`src/rtl/mem_loader_if.sv`:
```
// Byte-stream and memory-write bundle of mem_loader.
// slave is the loader side; master is the byte source / observer side.
interface mem_loader_if;
  logic        start;
  logic [7:0]  byte_in;
  logic        byte_valid;
  logic        byte_ready;
  logic [31:0] mem_address;
  logic        mem_we;
  logic [31:0] mem_write_data;
  logic        busy;
  logic        done;
  logic        error;
  logic [15:0] words_written;

  modport slave (
    input  start, byte_in, byte_valid,
    output byte_ready, mem_address, mem_we, mem_write_data,
           busy, done, error, words_written
  );

  modport master (
    output start, byte_in, byte_valid,
    input  byte_ready, mem_address, mem_we, mem_write_data,
           busy, done, error, words_written
  );
endinterface

```
`src/rtl/mem_loader.sv`:
```
// Length-prefixed byte stream loader: packs bytes little-endian into words for memory_32bit.
// Define MEM_LOADER_CHECKSUM_EN to require a trailing XOR checksum byte per frame.
module mem_loader #(
  parameter logic [31:0] BASE_ADDR = 32'h0000_0000,
  parameter int unsigned MAX_WORDS = 256
) (
  input logic         clk,
  input logic         rst,
  mem_loader_if.slave bus
);

  // state  | meaning
  // IDLE   | waiting for start
  // LEN_LO | expecting low length byte
  // LEN_HI | expecting high length byte, length checked on transfer
  // DATA   | assembling a word, byte 0 lands in [7:0]
  // WRITE  | single-cycle memory write strobe
  // CHECK  | expecting trailing checksum byte
  // DONE   | one-cycle done pulse
  typedef enum logic [2:0] {
    S_IDLE,
    S_LEN_LO,
    S_LEN_HI,
    S_DATA,
    S_WRITE,
    S_CHECK,
    S_DONE
  } state_t;

  localparam logic [16:0] MAX_W = 17'(MAX_WORDS);
`ifdef MEM_LOADER_CHECKSUM_EN
  localparam state_t END_STATE = S_CHECK;
`else
  localparam state_t END_STATE = S_DONE;
`endif

  state_t      state;
  state_t      state_nxt;
  logic [7:0]  len_lo;
  logic [15:0] n_words;
  logic [15:0] index;
  logic [1:0]  byte_cnt;
  logic [23:0] word_asm;
  logic [15:0] len_word;
  logic        len_too_big;
  logic        last_word;
  logic        xfer;
  logic        ready_nxt;
`ifdef MEM_LOADER_CHECKSUM_EN
  logic [7:0]  csum;
`endif

  assign len_word    = {bus.byte_in, len_lo};
  assign len_too_big = {1'b0, len_word} > MAX_W;
  assign last_word   = ({1'b0, index} + 17'd1) >= {1'b0, n_words};
  assign xfer        = bus.byte_valid && (state inside {S_LEN_LO, S_LEN_HI, S_DATA, S_CHECK});
  assign ready_nxt   = state_nxt inside {S_LEN_LO, S_LEN_HI, S_DATA, S_CHECK};

  always_ff @(posedge clk) begin
    if (rst) begin
      state <= S_IDLE;
    end else begin
      state <= state_nxt;
    end
  end

  always_comb begin
    state_nxt = state;
    case (state)
      S_IDLE: begin
        if (bus.start) state_nxt = S_LEN_LO;
      end
      S_LEN_LO: begin
        if (xfer) state_nxt = S_LEN_HI;
      end
      S_LEN_HI: begin
        if (xfer) begin
          if (len_too_big)           state_nxt = S_DONE;
          else if (len_word == '0)   state_nxt = END_STATE;
          else                       state_nxt = S_DATA;
        end
      end
      S_DATA: begin
        if (xfer && byte_cnt == 2'd3) state_nxt = S_WRITE;
      end
      S_WRITE: begin
        state_nxt = last_word ? END_STATE : S_DATA;
      end
      S_CHECK: begin
        if (xfer) state_nxt = S_DONE;
      end
      S_DONE: begin
        state_nxt = S_IDLE;
      end
      default: begin
        state_nxt = S_IDLE;
      end
    endcase
  end

  // Handshake/status outputs are registered off the next state so they line up with it.
  always_ff @(posedge clk) begin
    if (rst) begin
      bus.byte_ready     <= 1'b0;
      bus.mem_address    <= '0;
      bus.mem_we         <= 1'b0;
      bus.mem_write_data <= '0;
      bus.busy           <= 1'b0;
      bus.done           <= 1'b0;
      bus.error          <= 1'b0;
      bus.words_written  <= '0;
      len_lo             <= '0;
      n_words            <= '0;
      index              <= '0;
      byte_cnt           <= '0;
      word_asm           <= '0;
`ifdef MEM_LOADER_CHECKSUM_EN
      csum               <= '0;
`endif
    end else begin
      bus.byte_ready <= ready_nxt;
      bus.mem_we     <= (state_nxt == S_WRITE);
      bus.busy       <= (state_nxt != S_IDLE);
      bus.done       <= (state_nxt == S_DONE);
      case (state)
        S_IDLE: begin
          if (bus.start) begin
            bus.error         <= 1'b0;
            bus.words_written <= '0;
            index             <= '0;
            byte_cnt          <= '0;
`ifdef MEM_LOADER_CHECKSUM_EN
            csum              <= '0;
`endif
          end
        end
        S_LEN_LO: begin
          if (xfer) len_lo <= bus.byte_in;
        end
        S_LEN_HI: begin
          if (xfer) begin
            n_words <= len_word;
            if (len_too_big) bus.error <= 1'b1;
          end
        end
        S_DATA: begin
          if (xfer) begin
            byte_cnt <= byte_cnt + 2'd1;
            word_asm <= {bus.byte_in, word_asm[23:8]};
`ifdef MEM_LOADER_CHECKSUM_EN
            csum     <= csum ^ bus.byte_in;
`endif
            if (byte_cnt == 2'd3) begin
              bus.mem_write_data <= {bus.byte_in, word_asm};
              bus.mem_address    <= BASE_ADDR + {16'h0000, index};
            end
          end
        end
        S_WRITE: begin
          index             <= index + 16'd1;
          bus.words_written <= bus.words_written + 16'd1;
        end
        S_CHECK: begin
`ifdef MEM_LOADER_CHECKSUM_EN
          if (xfer && bus.byte_in != csum) bus.error <= 1'b1;
`endif
        end
        default: begin
        end
      endcase
    end
  end

endmodule

```
`src/flat_wrapper.sv`:
```
// flat-port wrapper written by rule: the top's interface ports become plain ports
module mem_loader_flat 
#(
  parameter logic [31:0] BASE_ADDR = 32'h0000_0000,
  parameter int unsigned MAX_WORDS = 256
)
  (clk, rst, bus_start, bus_byte_in, bus_byte_valid, bus_byte_ready, bus_mem_address, bus_mem_we, bus_mem_write_data, bus_busy, bus_done, bus_error, bus_words_written);
  mem_loader_if bus_i ();
  input logic clk;
  input logic rst;
  input wire logic [$bits(bus_i.start)-1:0] bus_start;
  input wire logic [$bits(bus_i.byte_in)-1:0] bus_byte_in;
  input wire logic [$bits(bus_i.byte_valid)-1:0] bus_byte_valid;
  output wire logic [$bits(bus_i.byte_ready)-1:0] bus_byte_ready;
  output wire logic [$bits(bus_i.mem_address)-1:0] bus_mem_address;
  output wire logic [$bits(bus_i.mem_we)-1:0] bus_mem_we;
  output wire logic [$bits(bus_i.mem_write_data)-1:0] bus_mem_write_data;
  output wire logic [$bits(bus_i.busy)-1:0] bus_busy;
  output wire logic [$bits(bus_i.done)-1:0] bus_done;
  output wire logic [$bits(bus_i.error)-1:0] bus_error;
  output wire logic [$bits(bus_i.words_written)-1:0] bus_words_written;
  assign bus_i.start = bus_start;
  assign bus_i.byte_in = bus_byte_in;
  assign bus_i.byte_valid = bus_byte_valid;
  assign bus_byte_ready = bus_i.byte_ready;
  assign bus_mem_address = bus_i.mem_address;
  assign bus_mem_we = bus_i.mem_we;
  assign bus_mem_write_data = bus_i.mem_write_data;
  assign bus_busy = bus_i.busy;
  assign bus_done = bus_i.done;
  assign bus_error = bus_i.error;
  assign bus_words_written = bus_i.words_written;
  mem_loader #(.BASE_ADDR(BASE_ADDR), .MAX_WORDS(MAX_WORDS)) u_core (.clk(clk), .rst(rst), .bus(bus_i));
endmodule
```
`config.mk`:
```
export PLATFORM = sky130hd
export DESIGN_NAME = mem_loader_flat
export DESIGN_NICKNAME = d
export VERILOG_FILES = /design/src/rtl/mem_loader_if.sv /design/src/rtl/mem_loader.sv /design/src/flat_wrapper.sv
export SDC_FILE = /design/constraint.sdc
export NUM_CORES = 1
export LEC_CHECK = 0
export ABC_AREA = 1
export ABC_CLOCK_PERIOD_IN_PS = 6250
export BUFFER_PORTS_ARGS = -buffer_cell sky130_fd_sc_hd__buf_2
export CAP_MARGIN = 10
export CORE_AREA = 3 3 128 130
export DETAILED_ROUTE_END_ITERATION = 6
export DIE_AREA = 0 0 131 133
export HOLD_SLACK_MARGIN = 0.08
export PLACE_DENSITY_LB_ADDON = 0.15
export SETUP_SLACK_MARGIN = 0.5
export SLEW_MARGIN = 20
export SYNTH_ARGS = -nofsm -noshare
export SYNTH_HDL_FRONTEND = slang
export SYNTH_SLANG_ARGS = --single-unit
```
`constraint.sdc`:
```
create_clock -name clk -period 6.25 [get_ports clk]
set_input_delay 0.9375 -clock clk [delete_from_list [all_inputs] [get_ports clk]]
set_output_delay 0.9375 -clock clk [all_outputs]
set_load 0.02 [all_outputs]
```
# Word-level counts from Yosys, hierarchy flattened
# Index checks and enable logic that the tools add are counted.
# totals
ff_bits	138
latchBits	0
ram_bits	0
rom_bits	0
inputBits	12
output_inout_bits	85
elab_cells	72
n_memories	0
# classes
add_sub_neg	4
mul	0
div	0
magnitude_cmp	2
n_eq_ne	16
n_shift	0
mux	19
bitwise	0
n_reduce_logical	17
# op_table
operator	n
$pmux 16 s2	2
$add 16x1->16 const B	2
$mux 3	8
$pmux 3 s6	1
$add 16x1->17 const B	1
$ge 17x16->1	1
$gt 16x9->1 const B	1
$logic_not 16->1	1
$mux 16	1
$eq 3x3->1 const B	5
$eq 3x2->1 const B	4
$reduce_and 2->1	4
$reduce_bool 4->1	2
$eq 3x1->1 const B	2
$ne 2x1->1 const B	3
$reduce_and 3->1	2
$reduce_bool 2->1	3
$mux 2	2
$pmux 2 s2	1
$reduce_and 4->1	1
$logic_not 3->1	1
$mux 1	3
$reduce_bool 3->1	1
$add 2x1->2 const B	1
other kinds (4)	5

# Longest topological paths before layout
# Gate-level depths: netlist (run 1).
# depth
depth_word	8
ltp_mapped	19
depth_no_buf	19

# Worst setup path after synthesis (run 1)
# Ideal clock, no wire load.
# synth_timing
path_type	register -> register
start	register u_core.index[0]
end	register u_core.bus.busy
setup_time_ps	120
t_arrival_ps	2364
required_ps	6130
slack_ps	3765
path_stages_with_launch	17
path_buffers	0
synth_period_minus_slack_ps	2485
cell_sequence	dfxtp_1 > ha_1 > nand3_2 > nor2_4 > nand2_2 > nor2_1 > xor2_1 > inv_1 > ha_1 > nand3_1 > or2_2 > a21oi_1 > nand2_1 > nand3_1 > nand2_1 > nand2_1 > nand3_1
# synth_via
elab_chain_len	5
# synth_lines
element	line_no	source
from (decl)	mem_loader.sv:41	logic [15:0] index;
from (signal assigned)	mem_loader.sv:160	index <= index + 16'd1;
$add 16x1->17	mem_loader.sv:55	assign last_word = ({1'b0, index} + 17'd1) >= {1'b0, n_words};
$ge 17x16->1	mem_loader.sv:55	
$mux 3	mem_loader.sv:87	state_nxt = last_word ? END_STATE : S_DATA;
$pmux 3 s6	mem_loader.sv:69	case (state)
$reduce_bool 3->1	mem_loader.sv:123	bus.busy <= (state_nxt != S_IDLE);
to (signal assigned)	mem_loader.sv:123	
to (decl)	mem_loader_if.sv:19	busy, done, error, words_written
# Every way passes these cells.
# A chain may end at the register's enable or synchronous reset.

# Worst setup path in the final report (run 1)
# Ends and elaborated chain as after synthesis.

==> out/summary.txt, run 1 <==
leakage power of the design: 3.26 nW
portion of the post-synthesis area used by sequential elements: 45.4%
total routing usage reported by global routing: 17.3%
final net count: 900
post-route antenna net violation count: 0
unrepaired setup endpoints after global routing: false
critical path, cell by cell: ha_1 -> nand3_2 -> nor2_4 -> nand2_2 -> nor2_1 -> xor2_1 -> inv_1 -> ha_1 -> nand3_1 -> or2_2 -> a21oi_1 -> nand2_1 -> nand2_1 -> nand2_1 -> nand2_1 -> nand2_1 -> nand3_1
Root Buffer: clkbuf_16
via count normalized by instance count: 4.62
Final Instance Area: 0.00707 mm2
fmax: 345 MHz
Worst path slowest cell: dfxtp_1
most area-hungry cell type in the Yosys netlist: dfxtp_1
detailed-routing iteration count for the pre-antenna-repair pass: 4
fraction of synthesized cell area in xor and xnor cells: 1.97%
antenna violations before repair: 0
actual transition at the worst max-transition pin: 0.995 ns
number of pins exceeding their max-slew limit in the final report: 0
count of distinct cell types in the synthesized netlist: 38
standard-cell rows: 45
Critical Path Start Type: flip-flop
period utilization: 46.4%
Post-Synth Adder-Cell Area: 3.90%
number of buffers added on ports: 80
Max IR drop VDD: 164 uV
instance count of the mapped netlist: 806
floorplan die width: 131 um
maxcap violations: 0
Setup Fix Bufs, Post-CTS: 0
area enclosed by the die boundary: 0.0174 mm2
run status: complete, no violations
category of the worst setup path capture point: flip-flop
final-layout setup total negative slack: 0 ns
netlist area before placement: 0.00609 mm2
HPWL after detailed placement: 9770 um
Synth area leaders: dfxtp_1 45%, o21ai_0 8.7%, a21oi_1 8.1%, nand2_1 6.9%, nor2_1 6.9%
Hold Vio Cnt, Final: 0
startpoint-to-endpoint class of the critical path: reg -> reg
proportion of netlist area held by the largest area contributor: 45.4%
via count: 5051
Fin Clk Skew: 0.0112 ns
vias in the first global route: 4755
number of gates resized after cts: 0
complex-gate fraction of the synthesized area: 18.3%
DP Area: 0.00649 mm2
growth of design area from synthesis to finish: 16.2%
most used cell, CP: nand2_1
area of the core: 0.0153 mm2
crit-path leading delay family: simple AND/OR/NAND/NOR gates
most numerous cell in the Yosys netlist: dfxtp_1
P per Cell Area: 289 mW/mm2
total of endpoints with negative setup slack in the final report: 0
share of layout cells above drive strength 1: 16.2%
routed wirelength normalized by instance count: 13.3 um
combined area of the multi-input logic cells: 0.00271 mm2
number of fillers in the final layout: 1541
number of top-level pins: 97
clk slew on worst S/H paths: 0.06 ns
residual DRC count: 0
clk_lat worst skew: 0.42 ns
H-tree depth: 4
Final Wtd Congestion: 0.852
Post-CTS Hold Fix Bufs: 0
number of warning messages in the yosys log: 0
pin count of the biggest net entering global routing: 106
buffer depth of the longest clock path: 2
portion of netlist area occupied by mux cells: 0%
Mean Syn Cell Area: 7.56 um2
maximum fanout count along the critical path: 6
Data required, critical path: 6.60 ns
delay of the slowest cell on the worst path: 0.46 ns
EDFF count, synth: 0
buffer and inverter count on the worst path: 1
post-layout min period: 2.90 ns
normalized max-slew margin: 33.6%
Worst Hold Class: reg -> reg
count of antenna diodes in the layout: 0
global-route congestion overflow total: 0
share of synthesized cell area in and, or, nand and nor gates: 19.4%
most frequent cells after synthesis: 138 x dfxtp_1, 112 x nand2_1, 112 x nor2_1
global-route wire length before repair: 23900 um
starting utilization of the core area: 39.9%
main combinational cell family by area after synthesis: simple AND/OR/NAND/NOR gates
Total Wirelength: 14500 um
critical path data arrival time: 3.25 ns
clock sink count: 138
Chip Height: 133 um
total CTS buffers: 17
Async S/R FF share, synth: 0%
number of DRC markers in iteration 0: 320
register area: 0.00276 mm2
most common flop cell mapped by yosys: dfxtp_1
Yosys reg bits: 138
clock tree from TritonCTS: yes
==> worst paths after layout <==
| path | from | to | slack (ns) | cells past startpoint |
|---|---|---|---|---|
| max | u_core.index[0] | u_core.bus.busy | 3.35 | 17 |
| min | u_core.word_asm[2] | u_core.bus.mem_write_data[2] | 0.45 | 2 |
| max reg2reg | u_core.index[0] | u_core.bus.busy | 3.35 | 17 |
| min reg2reg | u_core.word_asm[2] | u_core.bus.mem_write_data[2] | 0.45 | 2 |
==> logic make-up (layout without fill, tap and decap cells) <==
group / after synthesis / count (layout)
adders and majority gates: 19 / 19
AOI/OAI and AO/OA: 216 / 216
and+or+nand+nor: 277 / 277
xor gates and xnor gates: 12 / 12
other: 1 / 16
DFF: 138 / 138
buffers and inverters: 143 / 204
==> sequential cells by signal, indices dropped and copies added, names as in the netlist <==
| register | count |
|---|---|
| u_core.word_asm | 24 |
| u_core.bus.words_written | 16 |
| u_core.bus.mem_write_data | 32 |
| u_core.state | 3 |
| u_core.bus.byte_ready | 1 |
| u_core.n_words | 16 |
| u_core.index | 16 |
| u_core.bus.busy | 1 |
| u_core.byte_cnt | 2 |
| u_core.len_lo | 8 |
| u_core.bus.error | 1 |
| u_core.bus.mem_address | 16 |
| u_core.bus.done | 1 |
| u_core.bus.mem_we | 1 |
==> where the power goes <==
part	total [mW]	switching [mW]	internal, mW
logic	0.147	0.106	0.0416
clock network	0.986	0.378	0.609
registers	0.913	0.0123	0.901
total	2.05	0.496	1.55
==> placed cells by master (no fill, tap or decap), types with 3 or more instances in the layout <==
cell       count
inv_1         78
nor2_2         4
xor2_1         8
nand2_1      112
clkbuf_16     17
ha_1          19
a21oi_1       98
o21ai_0      106
inv_2         10
clkinv_2       4
dfxtp_1      138
nand3_2        3
buf_4          3
nor2_1       112
clkbuf_1       3
nand3_1       25
nand4_1        6
nor2_4         5
conb_1        16
buf_2         80
nor3_1         4
==> routing by layer <==
metal | GRT usage (%) | vias up | part of all wire, %
met4 | 5.66 | 0 | 1.4
met5 | 0 | - | 0
li1 | - | 2715 | -
met1 | 23.8 | 2217 | 48
met2 | 25.9 | 101 | 45
met3 | 4.88 | 18 | 5.1
==> area by class of cell <==
type / instances / share of cell area, %
sequential: 138 / 39.1
multi-input combinational: 540 / 38.3
clock buffer: 22 / 6.56
timing repair buffer: 83 / 5.98
inverter: 89 / 4.74
tap: 211 / 3.73
clock inverter: 10 / 1.64
==> worst register-to-register path, cell delays in order, from the launching register on <==
cell and delay, ns:
dfxtp_1 0.46, ha_1 0.24, nand3_2 0.15, nor2_4 0.21, nand2_2 0.08, nor2_1 0.12
xor2_1 0.15, inv_1 0.07, ha_1 0.31, nand3_1 0.10, or2_2 0.30, a21oi_1 0.13
nand2_1 0.09, nand2_1 0.08, nand2_1 0.06, nand2_1 0.13, nand2_1 0.07, nand3_1 0.11
==> stage by stage <==
step	worst slack (ns)	hold slack (ns)	utilization, %	std cells	total power [mW]
floorplan	3.77	0.420	-	821	1.05
global placement	3.39	0.448	42.6	1061	1.08
detailed placement	3.35	0.448	42.6	1061	1.08
CTS	3.32	0.455	46.4	1093	2.07
global route	3.08	0.468	46.4	1093	2.13
finish	3.35	0.453	46.4	1093	2.05
Note: power is estimated with default switching activity, not from simulation.
==> run 2, diff against run 1 <==
--- a/config.mk
+++ b/config.mk
@@ -6,7 +6,7 @@
 export NUM_CORES = 1
 export LEC_CHECK = 0
 export ABC_AREA = 1
-export ABC_CLOCK_PERIOD_IN_PS = 6250
+export ABC_CLOCK_PERIOD_IN_PS = 3000
 export BUFFER_PORTS_ARGS = -buffer_cell sky130_fd_sc_hd__buf_2
 export CAP_MARGIN = 10
 export CORE_AREA = 3 3 128 130
==> constraint.sdc (replaced) <==
create_clock -name clk -period 3 [get_ports clk]
set_input_delay 0.45 -clock clk [delete_from_list [all_inputs] [get_ports clk]]
set_output_delay 0.45 -clock clk [all_outputs]
set_load 0.02 [all_outputs]
==> run 2 against run 1 <==
Effect of this change: maximum frequency is 17% higher; first-iteration DRC count decreased by 16%; register-to-register slack worse by 2.8 ns; via count is 3.6% higher; count of clock-buffer cells in the layout grew 1; largest cell class is now multi-input gates.
==> out/summary.txt, run 2 (same netlist as run 1, synthesis figures left out) <==
Worst Hold Class: in -> reg
hold path depth: 3 (+1)
Hold Crit Endpoint: u_core.word_asm[20]
number of top-level pins: 97 (unchanged)
run status: complete, no violations
unrepaired setup endpoints after global routing: true
HPWL after detailed placement: 10200 um (+4.7%)
antenna violations before repair: 0 (unchanged)
total of endpoints with negative setup slack in the final report: 0 (unchanged)
clk_lat worst skew: 0.42 ns (about the same)
Core Util, Final: 47.7% (+1.4 points)
clk slew on worst S/H paths: 0.06 ns (about the same)
vias in the first global route: 4946 (+4.0%)
area of the core: 0.0153 mm2 (unchanged)
most used cell, CP: nand2_1
Post-CTS Hold Fix Bufs: 0 (unchanged)
Critical Path Start Type: flip-flop
buffer and inverter count on the worst path: 2 (+1)
final net count: 911 (+1.2%)
starting utilization of the core area: 39.9% (unchanged)
global-route wire length before repair: 24800 um (+3.7%)
biggest registers after layout: u_core.bus.mem_write_data: 32 flops, u_core.word_asm: 24 flops
fmax: 403 MHz (+17%)
worst flop-to-flop path startpoint: u_core.index[0]
growth of design area from synthesis to finish: 19.6%
slack of the worst reg-to-reg path: 0.52 ns (-2.83 ns)
category of the worst setup path capture point: flip-flop
number of pins exceeding their max-slew limit in the final report: 0 (unchanged)
floorplan die width: 131 um (unchanged)
number of buffers added on ports: 80 (unchanged)
crit-path leading delay family: simple AND/OR/NAND/NOR gates
clock sink count: 138 (unchanged)
startpoint-to-endpoint class of the critical path: reg -> reg
period utilization: 82.7% (+36 points)
number of DRC markers in iteration 0: 270 (-16%)
Chip Height: 133 um (unchanged)
via count: 5234 (+3.6%)
highest signal layer in the routed design: met4
Worst path depth: 18 (+1)
maximum fanout count along the critical path: 4 (-2)
global-route congestion overflow total: 0 (unchanged)
post-route antenna net violation count: 0 (unchanged)
maxcap violations: 0 (unchanged)
pin count of the biggest net entering global routing: 65 (-39%)
Final Wtd Congestion: 0.828 (-2.7%)
total routing usage reported by global routing: 18.0% (+0.70 points)
detailed-routing iteration count for the pre-antenna-repair pass: 5 (+1)
Total Wirelength: 15200 um (+4.9%)
routed wirelength normalized by instance count: 13.8 um (+3.9%)
count of antenna diodes in the layout: 0 (unchanged)
buffer depth of the longest clock path: 2 (unchanged)
met1 routed wirelength after detailed routing: 7340 um (+4.3%)
P per Cell Area: 591 mW/mm2 (+100%)
Fin Clk Skew: 0.00899 ns (-0.00221 ns)
post-layout min period: 2.48 ns (-0.419 ns)
Crit Reg-Reg Endpoint: u_core.bus.busy
worst r2r path cells: 18 (+1)
register with the most flip-flops: u_core.bus.mem_write_data
startpoint of the tightest hold check path: bus_byte_in[4]
leakage power of the design: 3.34 nW (+2.4%)
share of layout cells above drive strength 1: 19.8% (+3.6 points)
residual DRC count: 0 (unchanged)
Hold Vio Cnt, Final: 0 (unchanged)
actual transition at the worst max-transition pin: 1.06 ns (+0.0618 ns)
WL met3: 660 um (-11%)
critical path, cell by cell: ha_4 -> nand3_4 -> nor2_4 -> buf_6 -> nand2_2 -> xor2_2 -> ha_1 -> nand2_1 -> inv_1 -> nand2_2 -> or2_4 -> a21oi_2 -> nand2_1 -> nand2_1 -> nand2_1 -> nand2_1 -> nand2_1 -> nand3_1
critical path data arrival time: 2.84 ns (-0.41 ns)
final-layout setup total negative slack: 0 ns (unchanged)
H-tree depth: 4 (unchanged)
area enclosed by the die boundary: 0.0174 mm2 (unchanged)
Worst path slowest cell: dfxtp_4
delay of the slowest cell on the worst path: 0.37 ns (-0.09 ns)
Data required, critical path: 3.36 ns (-3.24 ns)
Max IR drop VDD: 370 uV (+130%)
normalized max-slew margin: 29.4% (-4.1 points)
most frequent cells in the layout: 127 x dfxtp_1, 110 x nor2_1, 110 x nand2_1
clock tree from TritonCTS: yes
standard-cell rows: 45 (unchanged)
via count normalized by instance count: 4.74 (+2.6%)
Root Buffer: clkbuf_16
commonest non-fill, non-tap cell in the layout: dfxtp_1
amount of wire on met2 after detailed routing: 7030 um (+7.3%)
Largest register FFs: 32 (unchanged)
total CTS buffers: 17 (unchanged)
==> run 2: tightest hold or removal path, cell delays in order <==
cell,delay (ns)
buf_2,0.07
inv_1,0.09
a21oi_1,0.13
==> run 2: worst max path at each step <==
stage                               start         endpoint  slack, ns
after floorplan           u_core.index[0]  u_core.bus.busy       0.52
after global placement    u_core.index[0]  u_core.bus.busy       0.25
after detailed placement  u_core.index[0]  u_core.bus.busy       0.20
after CTS                 u_core.index[1]  u_core.bus.busy       0.50
after global routing      u_core.index[0]  u_core.bus.busy       0.35
final                     u_core.index[0]  u_core.bus.busy       0.52
==> run 2: stage by stage <==
stage / power [mW] / hold slack (ns) / area [um2] / setup slack [ns] / cells
6_report: 4.31 / 0.365 / 7280 / 0.520 / 1104
5_1_grt: 4.47 / 0.375 / 7280 / 0.346 / 1104
4_1_cts: 4.34 / 0.358 / 7210 / 0.505 / 1101
3_5_place_dp: 2.26 / 0.442 / 6520 / 0.200 / 1064
3_3_place_gp: 2.26 / 0.448 / 6520 / 0.255 / 1064
2_1_floorplan: 2.19 / 0.420 / 6150 / 0.515 / 821
==> run 2: cell type report <==
class / instances / area (um2)
Fill cell: 1550 / 7970
Multi-Input combinational cell: 540 / 2800
Sequential cell: 138 / 2780
Timing Repair Buffer: 94 / 509
Clock buffer: 23 / 478
Inverter: 89 / 335
Tap cell: 211 / 264
Clock inverter: 9 / 111
==> run 2: power breakdown <==
group	internal, mW	total, mW	switching [mW]
sequential	1.87	1.90	0.0274
combinational	0.0994	0.331	0.232
clock	1.29	2.07	0.781
total	3.27	4.31	1.04
==> run 2: repair_timing <==
action | 4_1_cts | 5_1_grt
setup buffers | 5 | 3
hold endpoints to repair | 0 | 0
endpoints found under the setup margin | 5 | 5
pin swaps | 8 | 15
resized for setup | 20 | 11
==> run 2: metal layers <==
metal | vias up | global-route usage [%]
met4 | 0 | 6.00
met3 | 18 | 4.80
met1 | 2382 | 24.2
met2 | 100 | 27.8
met5 | - | 0
li1 | 2734 | -
